[config.mk]
export PLATFORM = sky130hd
export DESIGN_NAME = sram_init_bist
export DESIGN_NICKNAME = d
export VERILOG_FILES = /design/src/rtl/sram_init_bist.sv
export SDC_FILE = /design/constraint.sdc
export NUM_CORES = 1
export LEC_CHECK = 0
export ABC_AREA = 1
export ABC_CLOCK_PERIOD_IN_PS = 3200
export BUFFER_PORTS_ARGS = -buffer_cell sky130_fd_sc_hd__buf_2
export CORE_UTILIZATION = 30
export DETAILED_ROUTE_END_ITERATION = 16
export GPL_TIMING_DRIVEN = 0
export PLACE_DENSITY = 0.78
export SETUP_SLACK_MARGIN = 0.4
export SYNTH_ARGS = -nofsm -noshare
export SYNTH_HDL_FRONTEND = slang
export SYNTH_SLANG_ARGS = --single-unit
export TNS_END_PERCENT = 30
[constraint.sdc]
create_clock -name HCLK -period 3.2 [get_ports HCLK]
set_input_delay 0.16 -clock HCLK [delete_from_list [all_inputs] [get_ports HCLK]]
set_output_delay 0.16 -clock HCLK [all_outputs]
set_load 0.05 [all_outputs]
[src/rtl/sram_init_bist.sv]
// Sits between the AHB RAM controller and the SRAM macro: fills every word with FILL, optionally reads back and checks.
// busy rises one cycle after an accepted start (or is already high out of reset); when idle the macro port is a pass-through.
module sram_init_bist #(
  parameter int          AW            = 12,
  parameter logic [31:0] FILL          = 32'h0000_0000,
  parameter bit          INIT_ON_RESET = 1'b1,
  parameter bit          VERIFY        = 1'b1
) (
  input  logic          HCLK,
  input  logic          HRESETn,
  input  logic [31:0]   c_DI,
  input  logic [31:0]   c_BEN,
  input  logic [AW-3:0] c_AD,
  input  logic          c_EN,
  input  logic          c_R_WB,
  output logic [31:0]   c_DO,
  output logic [31:0]   DI,
  output logic [31:0]   BEN,
  output logic [AW-3:0] AD,
  output logic          EN,
  output logic          R_WB,
  input  logic [31:0]   DO,
  input  logic          start,
  output logic          busy,
  output logic          done,
  output logic          fail,
  output logic [AW-3:0] fail_addr
);

  localparam int WAW = AW - 2;

  typedef enum logic [2:0] {S_IDLE, S_WR, S_RD, S_CHK, S_END} state_t;
  localparam state_t RST_STATE = INIT_ON_RESET ? S_WR : S_IDLE;

  state_t         r_state, w_state_nxt;
  logic [WAW-1:0] r_cnt, w_cnt_nxt;
  logic           r_busy, r_done, r_fail;
  logic [WAW-1:0] r_fail_addr;
  logic           r_cmp_pend;
  logic [WAW-1:0] r_cmp_addr;
  logic           w_cnt_max, w_start_ok, w_mismatch;

  assign w_cnt_max  = &r_cnt;
  assign w_start_ok = (r_state == S_IDLE) && start;
  // Only the first mismatch is recorded; the sweep itself never stops early.
  assign w_mismatch = r_cmp_pend && (DO != FILL) && !r_fail;

  always_comb begin
    w_state_nxt = r_state;
    w_cnt_nxt   = r_cnt;
    DI          = FILL;
    BEN         = '0;
    AD          = r_cnt;
    EN          = 1'b0;
    R_WB        = 1'b1;
    case (r_state)
      S_IDLE: begin
        DI   = c_DI;
        BEN  = c_BEN;
        AD   = c_AD;
        EN   = c_EN;
        R_WB = c_R_WB;
        if (start) begin
          w_state_nxt = S_WR;
          w_cnt_nxt   = '0;
        end
      end
      S_WR: begin
        EN        = 1'b1;
        R_WB      = 1'b0;
        BEN       = '1;
        w_cnt_nxt = r_cnt + WAW'(1);
        if (w_cnt_max) w_state_nxt = VERIFY ? S_RD : S_END;
      end
      S_RD: begin
        EN        = 1'b1;
        w_cnt_nxt = r_cnt + WAW'(1);
        if (w_cnt_max) w_state_nxt = S_CHK;
      end
      S_CHK:   w_state_nxt = S_END;
      S_END:   w_state_nxt = S_IDLE;
      default: w_state_nxt = S_IDLE;
    endcase
  end

  always_ff @(posedge HCLK or negedge HRESETn) begin
    if (!HRESETn) begin
      r_state     <= RST_STATE;
      r_cnt       <= '0;
      r_busy      <= INIT_ON_RESET;
      r_done      <= 1'b0;
      r_fail      <= 1'b0;
      r_fail_addr <= '0;
      r_cmp_pend  <= 1'b0;
      r_cmp_addr  <= '0;
    end else begin
      r_state    <= w_state_nxt;
      r_cnt      <= w_cnt_nxt;
      r_busy     <= (w_state_nxt != S_IDLE);
      r_cmp_pend <= (r_state == S_RD);
      r_cmp_addr <= r_cnt;
      if (w_start_ok) begin
        r_done <= 1'b0;
        r_fail <= 1'b0;
      end else begin
        if (r_state == S_END) r_done <= 1'b1;
        if (w_mismatch) begin
          r_fail      <= 1'b1;
          r_fail_addr <= r_cmp_addr;
        end
      end
    end
  end

  assign c_DO      = DO;
  assign busy      = r_busy;
  assign done      = r_done;
  assign fail      = r_fail;
  assign fail_addr = r_fail_addr;

endmodule

==> results of run 1 <==
==> worst max path at each step <==
stage	startpoint	end	cells past startpoint
3_5_place_dp	r_state[1]	DI[25]	5
4_1_cts	r_state[1]	DI[25]	5
2_1_floorplan	r_state[0]	AD[0]	3
5_1_grt	r_state[1]	DI[25]	5
6_report	r_state[1]	DI[1]	5
3_3_place_gp	r_state[1]	DI[25]	5
==> registers in the layout, indices dropped and copies added (netlist names) <==
signal and count:
fail 1, r_cmp_addr 10, fail_addr 10, r_state 3, r_cnt 10, busy 1, done 1, r_cmp_pend 1
==> layer usage <==
layer  track usage, %  routed length, µm  vias to the layer above  part of all wire (%)
met4             5.43                107                        0                   1.1
li1                 -                  -                     1631                     -
met3             4.51                865                        9                   9.0
met5                0                  0                        -                     0
met1             20.6               3440                     1463                    36
met2             39.2               5200                      192                    54
==> final cells by class <==
class                           instances  area, µm²  share of cell area [%]
Timing Repair Buffer                  232       1170                    29.2
Sequential cell                        37        928                    23.3
Inverter                               70        264                    6.62
Clock buffer                            6       82.6                    2.07
Buffer                                 47        305                    7.65
Clock inverter                          2       37.5                   0.941
Multi-Input combinational cell        241       1070                    26.9
Tap cell                              105        131                    3.29
==> power by group <==
part / internal (W) / switching (W)
logic: 0.0000928 / 0.000138
registers: 0.000467 / 0
clock network: 0.000253 / 0.000170
==> stage by stage <==
step,hold slack (ns),cell area (µm²),setup slack [ns],total power (W)
global route,0.237,3990,0.699,0.00116
global placement,0.277,3860,1.16,0.000705
floorplan,-0.136,2570,1.12,0.000601
CTS,0.215,3990,0.802,0.00113
detailed placement,0.286,3860,1.13,0.000708
finish,0.210,3990,0.848,0.00112
==> Yosys cell counts (3+ instances only) <==
cell type / n
clkbuf_1: 9
buf_1: 4
buf_4: 32
nor3_1: 3
o21ai_0: 18
inv_1: 68
nand2_1: 124
nor2_1: 53
nand4_1: 12
nand3_1: 11
dfrtp_1: 35
==> kinds of logic (layout without fill, tap and decap cells) <==
logic type	after synthesis	after routing	share of synthesized area [%]
simple gates	212	212	34.5
buf+inv	117	357	22.1
flops	37	37	36.1
compound gates	27	27	6.38
fa+ha+maj	1	1	0.487
xor+xnor	1	1	0.341
==> critical path: cells and delay by family (launching register included) <==
family / cells / cell delay (ns)
flip-flops: 1 / 0.42
buffers and inverters: 3 / 0.75
AND/OR/NAND/NOR: 2 / 0.71
==> impl_metrics.py, run 1 <==
metrics = {
    "grt": {
        "antenna_found_initial": 0,
        "track_usage_pct": 19.8,
        "grt_pass1_vias": 2796,
        "grt_max_degree": 38,
        "grt_first_pass_wirelength_mm": 13.2,
        "grt_overflow": 0,
    },
    "floorplan": {
        "dieWidth_um": 94.6,
        "io_pins": 232,
        "die_area_um2": 8950,
        "core-area_um2": 8260,
        "rows": 33,
        "dieHeight_um": 94.6,
        "initial_utilization_pct": 31.1,
    },
    "synthesis": {
        "synth_edf_count": 0,
        "avgSynthCellArea_um2": 6.51,
        "synthArstFlopShare_pct": 100,
        "synth_area_leaders": "dfrtp_1, nand2_1, inv_1, buf_4, nor2_1",
        "synth_sequential_area_ratio_pct": 36.1,
        "ys_warn_count": 0,
        "ys_ff_latch": 37,
        "netlist_area_um2": 2570,
        "synth_nets": 507,
        "ys.flop_type": "dfrtp_1",
        "syn_inst": 395,
        "synth.distinct_cells": 32,
        "yosysTopAreaCell": "dfrtp_1",
        "synth_top_area_share_pct": 34.1,
    },
    "cts": {
        "cts_resized": 0,
        "cts_tree": "yes",
        "numClockSinks": 37,
        "cts-buffers-inserted": 5,
        "worstSkewPairLatency_ns": 0.29,
        "clk_pin_slew_worst_paths_ns": 0.07,
        "htreeDepth": 2,
        "postCtsSetupBuffers": 0,
        "clockBufferDepth": 2,
        "ctsHoldBuffers": 1,
        "root_buffer": "clkbuf_8",
    },
    "critical_path": {
        "slowest_stage": "nor3_4",
        "crit_type": "reg -> out",
        "r2r_slack_ns": 1.48,
        "path_max_fanout": 10,
        "cpPeakStageDelay_ns": 0.49,
        "r2r_end": "fail_addr[0]",
        "reg2reg_from": "r_state[1]",
        "start_kind": "flip-flop",
        "crit_chain": "nor3_4 > inv_1 > clkbuf_1 > nor2_1 > buf_2",
        "required_ns": 3.04,
        "r2r_cells": 7,
        "end_kind": "primary output",
        "arrival_ns": 2.19,
    },
    "status": {
        "status": "finished clean",
    },
    "timing": {
        "finalCritPeriodShare_pct": 73.5,
        "worstMarginPinSlew_ns": 0.787,
        "relSlewSlack_pct": 47.5,
        "rsz0062_at_grt": "false",
        "clock_skew_ns": 0.00292,
        "setup_tns_ns": 0,
        "hold_viol_final": 0,
        "setup_violations": 0,
        "post-route-min-period_ns": 2.35,
        "drv_slew": 0,
        "fmax_mhz": 425,
    },
    "final_layout": {
        "drive_gt1_share_pct": 45.2,
        "final_common_cell": "buf_2",
        "n_antenna_cell": 0,
        "final.fill_count": 822,
        "area_delta_synth_final_pct": 55.1,
        "layout_common_cells": "buf_2, nand2_1, inv_1",
        "postLayoutCoreUtil_pct": 48.3,
        "fin_nets": 746,
        "final_cells": 740,
    },
    "min_path": {
        "worstHoldPathCells": 3,
        "hold_end": "r_state[0]",
        "min_from": "start",
        "worstHoldPathType": "in -> reg",
    },
    "place": {
        "hpwl_mm": 8.17,
        "routabilityCongestion": 0.902,
        "io_buffers": 231,
        "place_inst": 731,
    },
    "detailed_routing": {
        "routed_wl_mm": 9.62,
        "antenna_left": 0,
        "drtPass1Iterations": 4,
        "drt_first_iter_violations": 169,
        "wl_per_cell_um": 13.0,
        "viasPerCell": 4.45,
        "dr_total_vias": 3295,
        "route.detailed.drc": 0,
    },
    "power": {
        "peakVddDrop_uv": 155,
        "leakage_nw": 2.36,
        "p_per_area_nw_per_um2": 281,
    },
    "flow_run": {
        "drv_cap": 0,
    },
}
(Power assumes the default switching activity.)
==> run 2: changes to the inputs <==
--- a/config.mk
+++ b/config.mk
@@ -5,13 +5,13 @@
 export SDC_FILE = /design/constraint.sdc
 export NUM_CORES = 1
 export LEC_CHECK = 0
-export ABC_AREA = 1
-export ABC_CLOCK_PERIOD_IN_PS = 3200
+export ABC_AREA = 0
+export ABC_CLOCK_PERIOD_IN_PS = 2200
 export BUFFER_PORTS_ARGS = -buffer_cell sky130_fd_sc_hd__buf_2
 export CORE_UTILIZATION = 30
 export DETAILED_ROUTE_END_ITERATION = 16
 export GPL_TIMING_DRIVEN = 0
-export PLACE_DENSITY = 0.78
+export PLACE_DENSITY = 0.79
 export SETUP_SLACK_MARGIN = 0.4
 export SYNTH_ARGS = -nofsm -noshare
 export SYNTH_HDL_FRONTEND = slang
==> constraint.sdc (replaced) <==
create_clock -name HCLK -period 2.2 [get_ports HCLK]
set_input_delay 0.11 -clock HCLK [delete_from_list [all_inputs] [get_ports HCLK]]
set_output_delay 0.11 -clock HCLK [all_outputs]
set_load 0.05 [all_outputs]
==> impl_metrics.py, run 2 <==
metrics = {
    "min_path": {
        "hold_end": "done",
        "min_from": "start",
        "worstHoldPathType": "in -> reg",
        "worstHoldPathCells": 3,
    },
    "final_layout": {
        "final_design_area_no_fill_um2": 4950,
        "drive_gt1_share_pct": 70.6,
        "final_common_cell": "buf_2",
        "layout_common_cells": "buf_2, buf_4, dfrtp_1",
        "final_cells": 624,
        "area_delta_synth_final_pct": 101,
        "fin_nets": 633,
    },
    "cts": {
        "numClockSinks": 37,
        "clockBufferDepth": 2,
        "htreeDepth": 2,
        "cts_tree": "yes",
        "root_buffer": "clkbuf_8",
        "clk_pin_slew_worst_paths_ns": 0.06,
        "cts-buffers-inserted": 5,
        "worstSkewPairLatency_ns": 0.28,
    },
    "power": {
        "total_power_w": 0.00245,
        "p_per_area_nw_per_um2": 494,
        "leakage_nw": 2.54,
        "peakVddDrop_uv": 311,
    },
    "critical_path": {
        "crit_chain": "buf_8 > nor3_4 > buf_6 > buf_12 > clkbuf_8 > a21o_4 > buf_8",
        "path_max_fanout": 7,
        "cpMostUsedCell": "buf_8",
        "r2r_slack_ns": 0.31,
        "r2r_end": "r_cnt[9]",
        "arrival_ns": 1.81,
        "critPathBufInv": 5,
        "start_kind": "flip-flop",
        "crit_type": "reg -> out",
        "r2r_cells": 5,
        "slowest_stage": "dfstp_2",
        "end_kind": "primary output",
        "cpLargestDelayFamily": "buffers and inverters",
        "cpPeakStageDelay_ns": 0.55,
        "reg2reg_from": "r_state[0]",
        "required_ns": 2.09,
    },
    "detailed_routing": {
        "antenna_left": 0,
        "routed_wl_mm": 10.7,
        "met3_length_um": 760,
        "wl_per_cell_um": 17.2,
        "top_layer_used": "met4",
        "met2_length_mm": 5.66,
        "wirelength_met1_mm": 3.94,
        "viasPerCell": 4.79,
        "dr_total_vias": 2986,
        "drtPass1Iterations": 4,
        "route.detailed.drc": 0,
        "drt_first_iter_violations": 110,
    },
    "floorplan": {
        "initial_utilization_pct": 31.5,
        "io_pins": 232,
        "dieWidth_um": 92.5,
        "die_area_um2": 8560,
        "dieHeight_um": 92.5,
        "rows": 32,
        "core-area_um2": 7810,
    },
    "synthesis": {
        "synth_area_leaders": "dfrtp_1, a21o_1, buf_4, mux2_2, and2_1",
        "yosysTopAreaCell": "dfrtp_1",
        "synthMuxAreaShare_pct": 9.11,
        "ys_top_cells_by_count": "dfrtp_1, a21o_1, and2_1, buf_4, mux2_2",
        "synth_sequential_area_ratio_pct": 37.8,
        "ys_ff_latch": 37,
        "synthArstFlopShare_pct": 100,
        "avgSynthCellArea_um2": 9.27,
        "synth_edf_count": 0,
        "ys.flop_type": "dfrtp_1",
        "synth_fa_ha_area_share_pct": 0.509,
        "synth_xor_area_share_pct": 0.713,
        "synth.distinct_cells": 41,
        "synth_compound_area_share_pct": 18.1,
        "yosys.area_share.simple_pct": 20.5,
        "ys_warn_count": 0,
        "synth_top_area_share_pct": 35.6,
        "syn_inst": 265,
        "yosys.cell_count.top_type": "dfrtp_1",
        "synth_nets": 377,
        "synth_top_family_by_area": "simple AND/OR/NAND/NOR gates",
        "netlist_area_um2": 2460,
    },
    "place": {
        "place_inst": 598,
        "hpwl_mm": 7.85,
        "io_buffers": 231,
        "routabilityCongestion": 0.883,
        "placed_area_um2": 3810,
        "pre_cts_ws_ns": -0.123,
    },
    "grt": {
        "antenna_found_initial": 1,
        "grt_pass1_vias": 2944,
        "grt_max_degree": 38,
        "track_usage_pct": 23.1,
        "grt_overflow": 0,
        "grt_first_pass_wirelength_mm": 15.3,
    },
    "timing": {
        "rsz0062_at_grt": "true",
        "worst_hold_slack_ns": 0.178,
        "worstMarginPinSlew_ns": 0.778,
        "hold_viol_final": 0,
        "drv_slew": 0,
        "relSlewSlack_pct": 48.2,
        "finalCritPeriodShare_pct": 87.3,
        "fmax_mhz": 521,
        "setup_violations": 0,
        "layout_setup_ws_ns": 0.279,
        "post-route-min-period_ns": 1.92,
        "clock_skew_ns": 0.00410,
    },
    "status": {
        "status": "finished clean",
    },
    "flow_run": {
        "drv_cap": 0,
    },
}
==> run 2: changes by cell type in the layout (fill, tap and decap cells not counted), moves of 19 or more <==
cell	before	now
buf_8	0	33
mux2_2	0	19
nand2_1	124	10
buf_2	232	159
and2_1	2	28
a21o_4	0	28
buf_6	1	32
inv_1	68	5
buf_4	32	57
nor2_1	53	13
==> run 2: timing repair <==
action / in CTS / in global routing
setup buffers: 8 / 1
hold buffers: 1 / 0
gates cloned: 5 / 3
hold endpoints to repair: 35 / 0
setup endpoints to repair: 89 / 90
resized for setup: 193 / 60
pin swaps: 15 / 13
==> run 2: cells by family (layout without fill, tap and decap cells) <==
kind of cell,count (synthesis),in the layout
fa+ha+maj,1,1
buf+inv,54,310
xor+xnor,2,2
other cells,0,1
mux,20,20
flops,37,37
compound gates,62,62
simple gates,89,89
==> run 2: how the worst max path moves through the flow <==
| stage | endpoint | cells after the start | slack (ns) | startpoint |
|---|---|---|---|---|
| 6_report | BEN[29] | 7 | 0.28 | r_state[0] |
| 5_1_grt | BEN[29] | 7 | 0.23 | r_state[0] |
| 4_1_cts | BEN[25] | 7 | 0.29 | r_state[0] |
| 3_5_place_dp | BEN[18] | 6 | -0.12 | r_state[2] |
| 3_3_place_gp | BEN[30] | 6 | -0.09 | r_state[2] |
| 2_1_floorplan | BEN[11] | 5 | 0.36 | r_state[0] |
==> run 2: where the power goes <==
part,internal (W),switching (W)
combinational,0.000409,0.000653
sequential,0.000817,0.000112
clock,0.000248,0.000207
==> run 2: metal layers <==
metal / global-route usage [%] / vias up
li1: - / 1417
met3: 6.16 / 26
met4: 8.85 / 0
met5: 0 / -
met2: 41.4 / 139
met1: 26.0 / 1404
==> run 2: worst min-delay path, stage by stage <==
cell and delay [ns]:
buf_2 0.13, nand2_1 0.06, a22o_1 0.12
==> run 2: area by class of cell <==
| type | count | area [µm²] |
|---|---|---|
| fillers | 632 | 2860 |
| plain buffers | 48 | 450 |
| multi-input cells | 174 | 1460 |
| repair buffers | 249 | 1860 |
| inverters | 6 | 30.0 |
| well taps | 102 | 128 |
| diodes | 1 | 2.50 |
| flip-flops and latches | 37 | 930 |
| clock buffers | 7 | 86.3 |
==> run 2: per-stage QoR <==
step	utilization (%)	setup TNS [ns]
finish	63.4	0
global route	63.4	0
CTS	60.2	0
detailed placement	48.8	-1.39
global placement	48.8	-1.17
floorplan	-	0
